--- src/rtl/core_pkg.sv ---
// Shared decode constants: opcodes, control-bundle layout and decode FSM encoding.
package core_pkg;

   localparam int CTRL_W = 12;

   localparam logic [6:0] OPC_OP     = 7'b0110011;
   localparam logic [6:0] OPC_OP_IMM = 7'b0010011;
   localparam logic [6:0] OPC_LOAD   = 7'b0000011;
   localparam logic [6:0] OPC_JALR   = 7'b1100111;
   localparam logic [6:0] OPC_STORE  = 7'b0100011;
   localparam logic [6:0] OPC_BRANCH = 7'b1100011;
   localparam logic [6:0] OPC_LUI    = 7'b0110111;
   localparam logic [6:0] OPC_AUIPC  = 7'b0010111;
   localparam logic [6:0] OPC_JAL    = 7'b1101111;

   localparam logic [6:0] FUNCT7_MULDIV = 7'b0000001;

   localparam logic [31:0] NOP_INSTR = 32'h0000_0013;

   // out_ctrl bit positions, MSB first
   localparam int CTRL_REG_WRITE  = 11;
   localparam int CTRL_MEM_WRITE  = 10;
   localparam int CTRL_MEM_READ   = 9;
   localparam int CTRL_MEM_TO_REG = 8;
   localparam int CTRL_JUMP       = 7;
   localparam int CTRL_BRANCH     = 6;
   localparam int CTRL_JALR       = 5;
   localparam int CTRL_U_SRC      = 4;
   localparam int CTRL_UJ_SRC     = 3;
   localparam int CTRL_ALU_SRC    = 2;
   localparam int CTRL_MULDIV     = 1;
   localparam int CTRL_ILLEGAL    = 0;

   typedef enum logic [1:0] {
      ST_EMPTY = 2'd0,
      ST_BUSY  = 2'd1,
      ST_FULL  = 2'd2
   } state_e;

   // funct3[2] separates DIV*/REM* from MUL*
   function automatic logic [7:0] muldiv_cycles(input logic is_div,
                                                input logic [7:0] mul_n,
                                                input logic [7:0] div_n);
      if (is_div) begin
         return div_n;
      end else begin
         return mul_n;
      end
   endfunction

endpackage

--- src/rtl/ctrl_decode.sv ---
// Combinational RV32I(+M) opcode decoder producing the packed control bundle.
module ctrl_decode
   import core_pkg::*;
#(
   parameter int EN_M = 1
) (
   input  logic [31:0]       instr,
   output logic [CTRL_W-1:0] ctrl
);

   logic unused_s;
   assign unused_s = ^instr[24:7];

   // opcode (and funct7 for M-extension) to control bits
   always_comb begin
      ctrl = '0;
      case (instr[6:0])
         OPC_OP: begin
            if (instr[31:25] != FUNCT7_MULDIV) begin
               ctrl[CTRL_REG_WRITE] = 1'b1;
               ctrl[CTRL_UJ_SRC]    = 1'b1;
            end else if (EN_M != 32'sd0) begin
               ctrl[CTRL_REG_WRITE] = 1'b1;
               ctrl[CTRL_UJ_SRC]    = 1'b1;
               ctrl[CTRL_MULDIV]    = 1'b1;
            end else begin
               ctrl[CTRL_ILLEGAL]   = 1'b1;
            end
         end
         OPC_OP_IMM: begin
            ctrl[CTRL_REG_WRITE] = 1'b1;
            ctrl[CTRL_UJ_SRC]    = 1'b1;
            ctrl[CTRL_ALU_SRC]   = 1'b1;
         end
         OPC_LOAD: begin
            ctrl[CTRL_REG_WRITE]  = 1'b1;
            ctrl[CTRL_MEM_READ]   = 1'b1;
            ctrl[CTRL_MEM_TO_REG] = 1'b1;
            ctrl[CTRL_UJ_SRC]     = 1'b1;
            ctrl[CTRL_ALU_SRC]    = 1'b1;
         end
         OPC_JALR: begin
            ctrl[CTRL_REG_WRITE] = 1'b1;
            ctrl[CTRL_JALR]      = 1'b1;
            ctrl[CTRL_UJ_SRC]    = 1'b1;
            ctrl[CTRL_ALU_SRC]   = 1'b1;
         end
         OPC_STORE: begin
            ctrl[CTRL_MEM_WRITE] = 1'b1;
            ctrl[CTRL_UJ_SRC]    = 1'b1;
            ctrl[CTRL_ALU_SRC]   = 1'b1;
         end
         OPC_BRANCH: begin
            ctrl[CTRL_BRANCH] = 1'b1;
            ctrl[CTRL_UJ_SRC] = 1'b1;
         end
         OPC_LUI: begin
            ctrl[CTRL_REG_WRITE] = 1'b1;
         end
         OPC_AUIPC: begin
            ctrl[CTRL_REG_WRITE] = 1'b1;
            ctrl[CTRL_U_SRC]     = 1'b1;
         end
         OPC_JAL: begin
            ctrl[CTRL_REG_WRITE] = 1'b1;
            ctrl[CTRL_JUMP]      = 1'b1;
            ctrl[CTRL_BRANCH]    = 1'b1;
            ctrl[CTRL_UJ_SRC]    = 1'b1;
         end
         default: begin
            ctrl[CTRL_ILLEGAL] = 1'b1;
         end
      endcase
   end

endmodule

--- src/rtl/decode_ctrl.sv ---
// Decode stage: one-entry skid holding a decoded instruction, stalling for multi-cycle mul/div.
module decode_ctrl
   import core_pkg::*;
#(
   parameter int XLEN       = 32,
   parameter int EN_M       = 1,
   parameter int MUL_CYCLES = 2,
   parameter int DIV_CYCLES = 33
) (
   input  logic              clk,
   input  logic              rst,
   input  logic              in_valid,
   output logic              in_ready,
   input  logic [31:0]       in_instr,
   input  logic [XLEN-1:0]   in_pc,
   input  logic              flush,
   output logic              out_valid,
   input  logic              out_ready,
   output logic [31:0]       out_instr,
   output logic [XLEN-1:0]   out_pc,
   output logic [CTRL_W-1:0] out_ctrl
);

   localparam logic [7:0] MUL_LOAD = 8'(MUL_CYCLES);
   localparam logic [7:0] DIV_LOAD = 8'(DIV_CYCLES);

   state_e            state_r, state_s;
   logic [7:0]        cnt_r, cnt_s;
   logic [CTRL_W-1:0] ctrl_s;
   logic              in_ready_s;
   logic              accept_s;
   logic              out_valid_r;
   logic [31:0]       out_instr_r;
   logic [XLEN-1:0]   out_pc_r;
   logic [CTRL_W-1:0] out_ctrl_r;

   ctrl_decode #(.EN_M(EN_M)) u_ctrl_decode (
      .instr (in_instr),
      .ctrl  (ctrl_s)
   );

   // upstream ready: free slot, or slot draining this cycle
   always_comb begin
      if (rst || flush) begin
         in_ready_s = 1'b0;
      end else if (state_r == ST_EMPTY) begin
         in_ready_s = 1'b1;
      end else if (state_r == ST_FULL) begin
         in_ready_s = out_ready;
      end else begin
         in_ready_s = 1'b0;
      end
   end

   assign accept_s = in_valid && in_ready_s;

   // next state and mul/div hold counter
   always_comb begin
      state_s = state_r;
      cnt_s   = cnt_r;
      if (flush) begin
         state_s = ST_EMPTY;
         cnt_s   = 8'd0;
      end else if (accept_s) begin
         if (ctrl_s[CTRL_MULDIV]) begin
            state_s = ST_BUSY;
            cnt_s   = muldiv_cycles(in_instr[14], MUL_LOAD, DIV_LOAD);
         end else begin
            state_s = ST_FULL;
            cnt_s   = 8'd0;
         end
      end else begin
         case (state_r)
            ST_EMPTY: begin
               state_s = ST_EMPTY;
            end
            ST_BUSY: begin
               if (cnt_r <= 8'd1) begin
                  state_s = ST_FULL;
                  cnt_s   = 8'd0;
               end else begin
                  cnt_s   = cnt_r - 8'd1;
               end
            end
            ST_FULL: begin
               if (out_ready) begin
                  state_s = ST_EMPTY;
               end else begin
                  state_s = ST_FULL;
               end
            end
            default: begin
               state_s = ST_EMPTY;
               cnt_s   = 8'd0;
            end
         endcase
      end
   end

   // state, counter and registered output bundle
   always_ff @(posedge clk) begin
      if (rst) begin
         state_r     <= ST_EMPTY;
         cnt_r       <= 8'd0;
         out_valid_r <= 1'b0;
         out_instr_r <= NOP_INSTR;
         out_pc_r    <= '0;
         out_ctrl_r  <= '0;
      end else begin
         state_r     <= state_s;
         cnt_r       <= cnt_s;
         out_valid_r <= (state_s == ST_FULL);
         if (accept_s) begin
            out_instr_r <= in_instr;
            out_pc_r    <= in_pc;
            out_ctrl_r  <= ctrl_s;
         end else begin
            out_instr_r <= out_instr_r;
            out_pc_r    <= out_pc_r;
            out_ctrl_r  <= out_ctrl_r;
         end
      end
   end

   assign in_ready  = in_ready_s;
   assign out_valid = out_valid_r;
   assign out_instr = out_instr_r;
   assign out_pc    = out_pc_r;
   assign out_ctrl  = out_ctrl_r;

endmodule

--- config.mk ---
export PLATFORM = sky130hd
export DESIGN_NAME = decode_ctrl
export DESIGN_NICKNAME = d
export VERILOG_FILES = /design/src/rtl/core_pkg.sv /design/src/rtl/ctrl_decode.sv /design/src/rtl/decode_ctrl.sv
export SDC_FILE = /design/constraint.sdc
export NUM_CORES = 1
export LEC_CHECK = 0
export BUFFER_PORTS_ARGS = -buffer_cell sky130_fd_sc_hd__buf_2
export CORE_MARGIN = 2
export CORE_UTILIZATION = 47
export DETAILED_ROUTE_END_ITERATION = 7
export GPL_TIMING_DRIVEN = 0
export PLACE_DENSITY = 0.84
export SKIP_CTS_REPAIR_TIMING = 1
export SLEW_MARGIN = 20
export SYNTH_ARGS = -nofsm -noshare
export SYNTH_HDL_FRONTEND = slang
export SYNTH_SLANG_ARGS = --single-unit
--- constraint.sdc ---
create_clock -name clk -period 2.2 [get_ports clk]
set_input_delay 0.22 -clock clk [delete_from_list [all_inputs] [get_ports clk]]
set_output_delay 0.22 -clock clk [all_outputs]
set_load 0.05 [all_outputs]
After elaboration in Yosys (flattened, before gate mapping)
Cells that the tools add are included.
{"block": "totals", "reg_bits": 87, "inputBits": 69, "out_inout_bits": 78, "wordCells": 58}
{"block": "op_classes", "n_addsub": 1, "magnitude_cmp": 1, "eq_ne": 14, "mux": 26, "n_reduce_logical": 10}
{"op": "2-to-1 mux 8 bit", "n": 3}
{"op": "equality test 7 x 6 -> 1 bit, second input constant", "n": 3}
{"op": "equality test 7 bit, second input constant", "n": 3}
{"op": "one-hot mux 8 bit (2 select lines)", "n": 1}
{"op": "equality test 7 x 5 -> 1 bit, second input constant", "n": 2}
{"op": "2-to-1 mux 2 bit", "n": 7}
{"op": "OR reduction 7 bit", "n": 2}
{"op": "2-to-1 mux 1 bit", "n": 12}
{"op": "<= comparator 8 x 1 -> 1 bit, second input constant", "n": 1}
{"op": "OR reduction 8 bit", "n": 1}
{"op": "subtractor 8 x 1 -> 8 bit, second input constant", "n": 1}
{"op": "equality test 7 x 2 -> 1 bit, second input constant", "n": 1}
{"op": "inequality test 7 x 1 -> 1 bit, second input constant", "n": 1}
{"op": "2-to-1 mux 6 bit", "n": 1}
{"op": "OR reduction 2 bit", "n": 3}
{"op": "equality test 2 bit, second input constant", "n": 2}
{"op": "one-hot mux 2 bit (2 select lines)", "n": 1}
{"op": "OR reduction 4 bit", "n": 1}
{"op": "equality test 2 x 1 -> 1 bit, second input constant", "n": 1}
{"op": "logical NOT 2 bit", "n": 1}
{"op": "inequality test 2 x 1 -> 1 bit, second input constant", "n": 1}
{"op": "one-hot mux 1 bit (2 select lines)", "n": 1}
{"op": "logical AND 1 bit", "n": 1}
{"op": "logical OR 1 bit", "n": 1}

Longest topological paths before layout
{"block": "depth", "depth_word": 8, "ltp_mapped": 9, "ltp_nobuf": 7}

Modules after synthesis
Synthesis repeated with hierarchy kept, for this count alone.
{"block": "unflattened", "cells_unflattened": 446, "area_unflattened_um2": 3519.6}
{"mod": "decode_ctrl", "instances": 1, "cells_each": 413, "area_per_inst_um2": 3284.4, "seq_area_each_um2": 1741.7}
{"mod": "ctrl_decode", "instances": 1, "cells_each": 33, "area_per_inst_um2": 235.2, "seq_area_each_um2": 0.0}

Worst setup path after synthesis
No wires, ideal clock.
{"block": "synth_path", "kind": "register -> output", "startpoint": "reg state_r[0]", "endpoint": "out in_ready", "arrival_time_ns": 1.724, "required_time_ns": 1.980, "path_slack_ns": 0.256, "stages_incl_launch_ff": 5, "n_path_buf": 0, "path_cell_list": "dfxtp_1 inv_1 ha_1 a21oi_1 nor3_1"}
{"block": "synth_via", "elab_chain_len": 4, "word_cells_on_any_way": 5, "classes_between": "1 x eq/ne; 3 x mux; 1 x reduce/logical"}
{"element": "start, declared", "line": "decode_ctrl.sv:27", "text": "state_e state_r, state_s;"}
{"element": "start signal, assigned", "line": "decode_ctrl.sv:110", "text": "state_r <= state_s;"}
{"element": "equality test 2 bit", "line": "decode_ctrl.sv:48", "text": "end else if (state_r == ST_FULL) begin"}
{"element": "2-to-1 mux 1 bit", "line": "decode_ctrl.sv:48"}
{"element": "2-to-1 mux 1 bit (*)", "line": "decode_ctrl.sv:46", "text": "end else if (state_r == ST_EMPTY) begin"}
{"element": "2-to-1 mux 1 bit (*)", "line": "decode_ctrl.sv:44", "text": "if (rst || flush) begin"}
{"element": "end, declared", "line": "decode_ctrl.sv:13", "text": "output logic in_ready,"}
Every way passes the cells marked *; elsewhere a longest branch is shown, timed or not.

Worst setup path in the final report
{"block": "layout_path", "startpoint": "reg state_r[0]", "endpoint": "reg out_pc_r[3], in the netlist out_pc[3]"}
{"block": "layout_via", "elab_chain_len": 5, "word_cells_on_any_way": 6, "classes_between": "1 x eq/ne; 3 x mux; 2 x reduce/logical"}
{"element": "equality test 2 bit", "line": "decode_ctrl.sv:48"}
{"element": "2-to-1 mux 1 bit", "line": "decode_ctrl.sv:48"}
{"element": "2-to-1 mux 1 bit (*)", "line": "decode_ctrl.sv:46"}
{"element": "2-to-1 mux 1 bit (*)", "line": "decode_ctrl.sv:44"}
{"element": "logical AND 1 bit (*)", "line": "decode_ctrl.sv:55", "text": "assign accept_s = in_valid && in_ready_s;"}
{"element": "end signal, assigned", "line": "decode_ctrl.sv:115", "text": "out_pc_r <= in_pc;"}
{"element": "end signal, assigned", "line": "decode_ctrl.sv:119", "text": "out_pc_r <= out_pc_r;"}
{"element": "end, declared", "line": "decode_ctrl.sv:34", "text": "logic [XLEN-1:0] out_pc_r;"}
Marked as above.
A chain may end at the register's enable or synchronous reset.

==> metrics.yaml <==
synth-seq-cells: 86
whs_ps: 105.8
status: "finished clean"
htree_levels: 3
slew_headroom: 0.6211
cp.arrival_ps: 2300
numCtsBuffers: 9
slowest_stage: "dfxtp_1"
areaGrowthSynthToFinish_pct: 31.25
clk-insertion-delay-late_ps: 340
synthCells: 423
worst_path_most_repeated_cell: "buf_2"
critPathLaunchType: "register"
finalHoldViolations: 0
clk_path_buf_depth: 2
globalplace.congestion: 0.8344
ys_types: 47
setup_viol_count_final: 0
cts-root-buf: "clkbuf_8"
crit_family: "buffers and inverters"
rows: 30
crit_start: "state_r[0]$_SDFF_PP0_"
min_path_type: "in2reg"
grt_pass1_vias: 3166
maxCapViolCount: 0
die-height_um: 88.59
final_core_util: 0.6426
power.density_nw_per_um2: 733.4
critical_path_class: "reg2reg"
dp_hpwl_mm: 6.913
place_area_um2: 4204
critPathMaxStageDelay_ps: 360
nNetsFinal: 651
p_leak_nw: 1.955
worstPathMaxFanout: 10
worstMarginPinSlew_ps: 568.4
die_w_um: 88.59
cp.required_ps: 2470
placed_cells: 663
ir_drop_uv: 380.6
dr.first_iter.drc_count: 157
fin_area_um2: 4414
grt.overflow.total: 0
cts_tree: "built"
dr_total_vias: 3390
drive_gt1_frac: 0.3034
firstDrtPassIters: 4
gr-usage-all-layers: 0.2276
drcViolationCount: 0
fin_cells: 676
layout_common_cells: "buf_2 (148), nand2_1 (144), dfxtp_1 (86), a21oi_1 (73), clkbuf_1 (22)"
async_reset_ff_frac: 0
period_needed_ps: 2037
cp-end-kind: "register"
rsz0062_at_grt: "no"
drv_slew: 0
ys_warn_count: 0
path_cells: "inv_1 > ha_1 > a21oi_2 > or2_4 > buf_2 > buf_2 > nand2_1 > a21oi_1"
clock_sinks: 86
final_common_cell: "buf_2"
fin_crit_sh: 0.9258
syn_area_um2: 3363
wl_mm: 9.081
syn_nets: 497
path_buf_inv: 3
synth_area_per_cell_um2: 7.951
ant_nets: 0
synth.yosys.seq_area_share: 0.5119
synthFlopType: "dfxtp_1"
num_antenna_cells: 0
finalSetupTns_ps: 0
clk_pin_slew_ps: 80
hp-start: "in_pc[15]"
core_area_um2: 6869
start_util: 0.4896
io_buffers: 144
clock.fmax_mhz: 491.0
grt_pass1_wl_mm: 14.08
io_pins: 147
synth_enable_flop_cells: 0
antenna_found_initial: 0
grt_max_degree: 14
via_per_inst: 5.015
dieArea_um2: 7848
fin_skew_ps: 6.799
avgRoutedWirePerCell_um: 13.43
r2r-start: "state_r[0]$_SDFF_PP0_"
[cells by family (layout without fill, tap and decap cells)]
logic type	after synthesis	count (layout)	synth area share
AO/OA/AOI/OAI	95	95	0.1574
adder cells (fa/ha/maj)	5	5	0.01860
XOR/XNOR	5	5	0.01302
flip-flops	86	86	0.5119
multiplexers	1	1	0.003348
AND/OR/NAND/NOR	195	195	0.2530
buffers and inverters	36	193	0.04278
[registers in the layout (all words and copies together) (netlist names)]
name	cells
out_pc	32
cnt_r	8
state_r	2
out_valid	1
out_instr	32
out_ctrl	11
[layout make-up]
class | count | area, um2
clock buffers | 10 | 127.6
repair buffers | 144 | 720.7
multi-input cells | 301 | 1509
clock inverters | 4 | 73.82
inverters | 8 | 30.03
flip-flops and latches | 86 | 1722
plain buffers | 27 | 111.4
well taps | 96 | 120.1
fillers | 605 | 2455
[synthesized netlist by cell type (all sizes together), types with 3 or more instances]
library cell / instances / area share
a21oi: 74 / 0.11
buf: 6 / 0.0093
clkbuf: 22 / 0.025
dfxtp: 86 / 0.51
ha: 5 / 0.019
inv: 8 / 0.0089
nand2: 144 / 0.16
nand3b: 4 / 0.0089
nor2: 18 / 0.021
nor3: 5 / 0.0089
nor4: 3 / 0.0056
o21ai: 6 / 0.010
or2: 3 / 0.0056
or4: 3 / 0.0089
xor2: 4 / 0.010
[per-layer routing]
metal  GRT usage  wire length, um  vias up
met5           0                0        -
met4     0.05096               53        0
met3     0.07556              739        6
met2      0.3944             4420      126
met1      0.2758             3867     1545
li1            -                -     1713
[worst register-to-register path: cells and delay by family (launching register included)]
family / cells / cell delay [ps]
buffers and inverters: 3 / 630
adder cells (fa/ha/maj): 1 / 250
AO/OA/AOI/OAI: 2 / 400
AND/OR/NAND/NOR: 2 / 320
flip-flops: 1 / 360
[metrics by stage]
stage	power, mW	setup slack, ps
after floorplan	1.961	255.6
after global placement	2.103	-122.2
after detailed placement	2.115	-212.9
after CTS	3.261	-249.0
after global routing	3.370	9.039
final	3.238	163.3
[where the power goes]
part / total (mW) / switching [mW] / internal, mW
Clock: 1.16 / 0.528 / 0.628
Sequential: 1.63 / 0.0247 / 1.60
Combinational: 0.455 / 0.317 / 0.138
Total: 3.24 / 0.870 / 2.37
[path summary, 6_finish.rpt]
| kind | endpoint | slack (ps) | cells past startpoint |
|---|---|---|---|
| setup / recovery | out_pc[3]$_SDFFE_PP0P_ | 160 | 8 |
| hold / removal | out_pc[15]$_SDFFE_PP0P_ | 110 | 3 |
| setup reg to reg | out_pc[3]$_SDFFE_PP0P_ | 160 | 8 |
| hold reg to reg | out_instr[20]$_SDFFE_PP0P_ | 450 | 2 |
(Power assumes the default switching activity.)
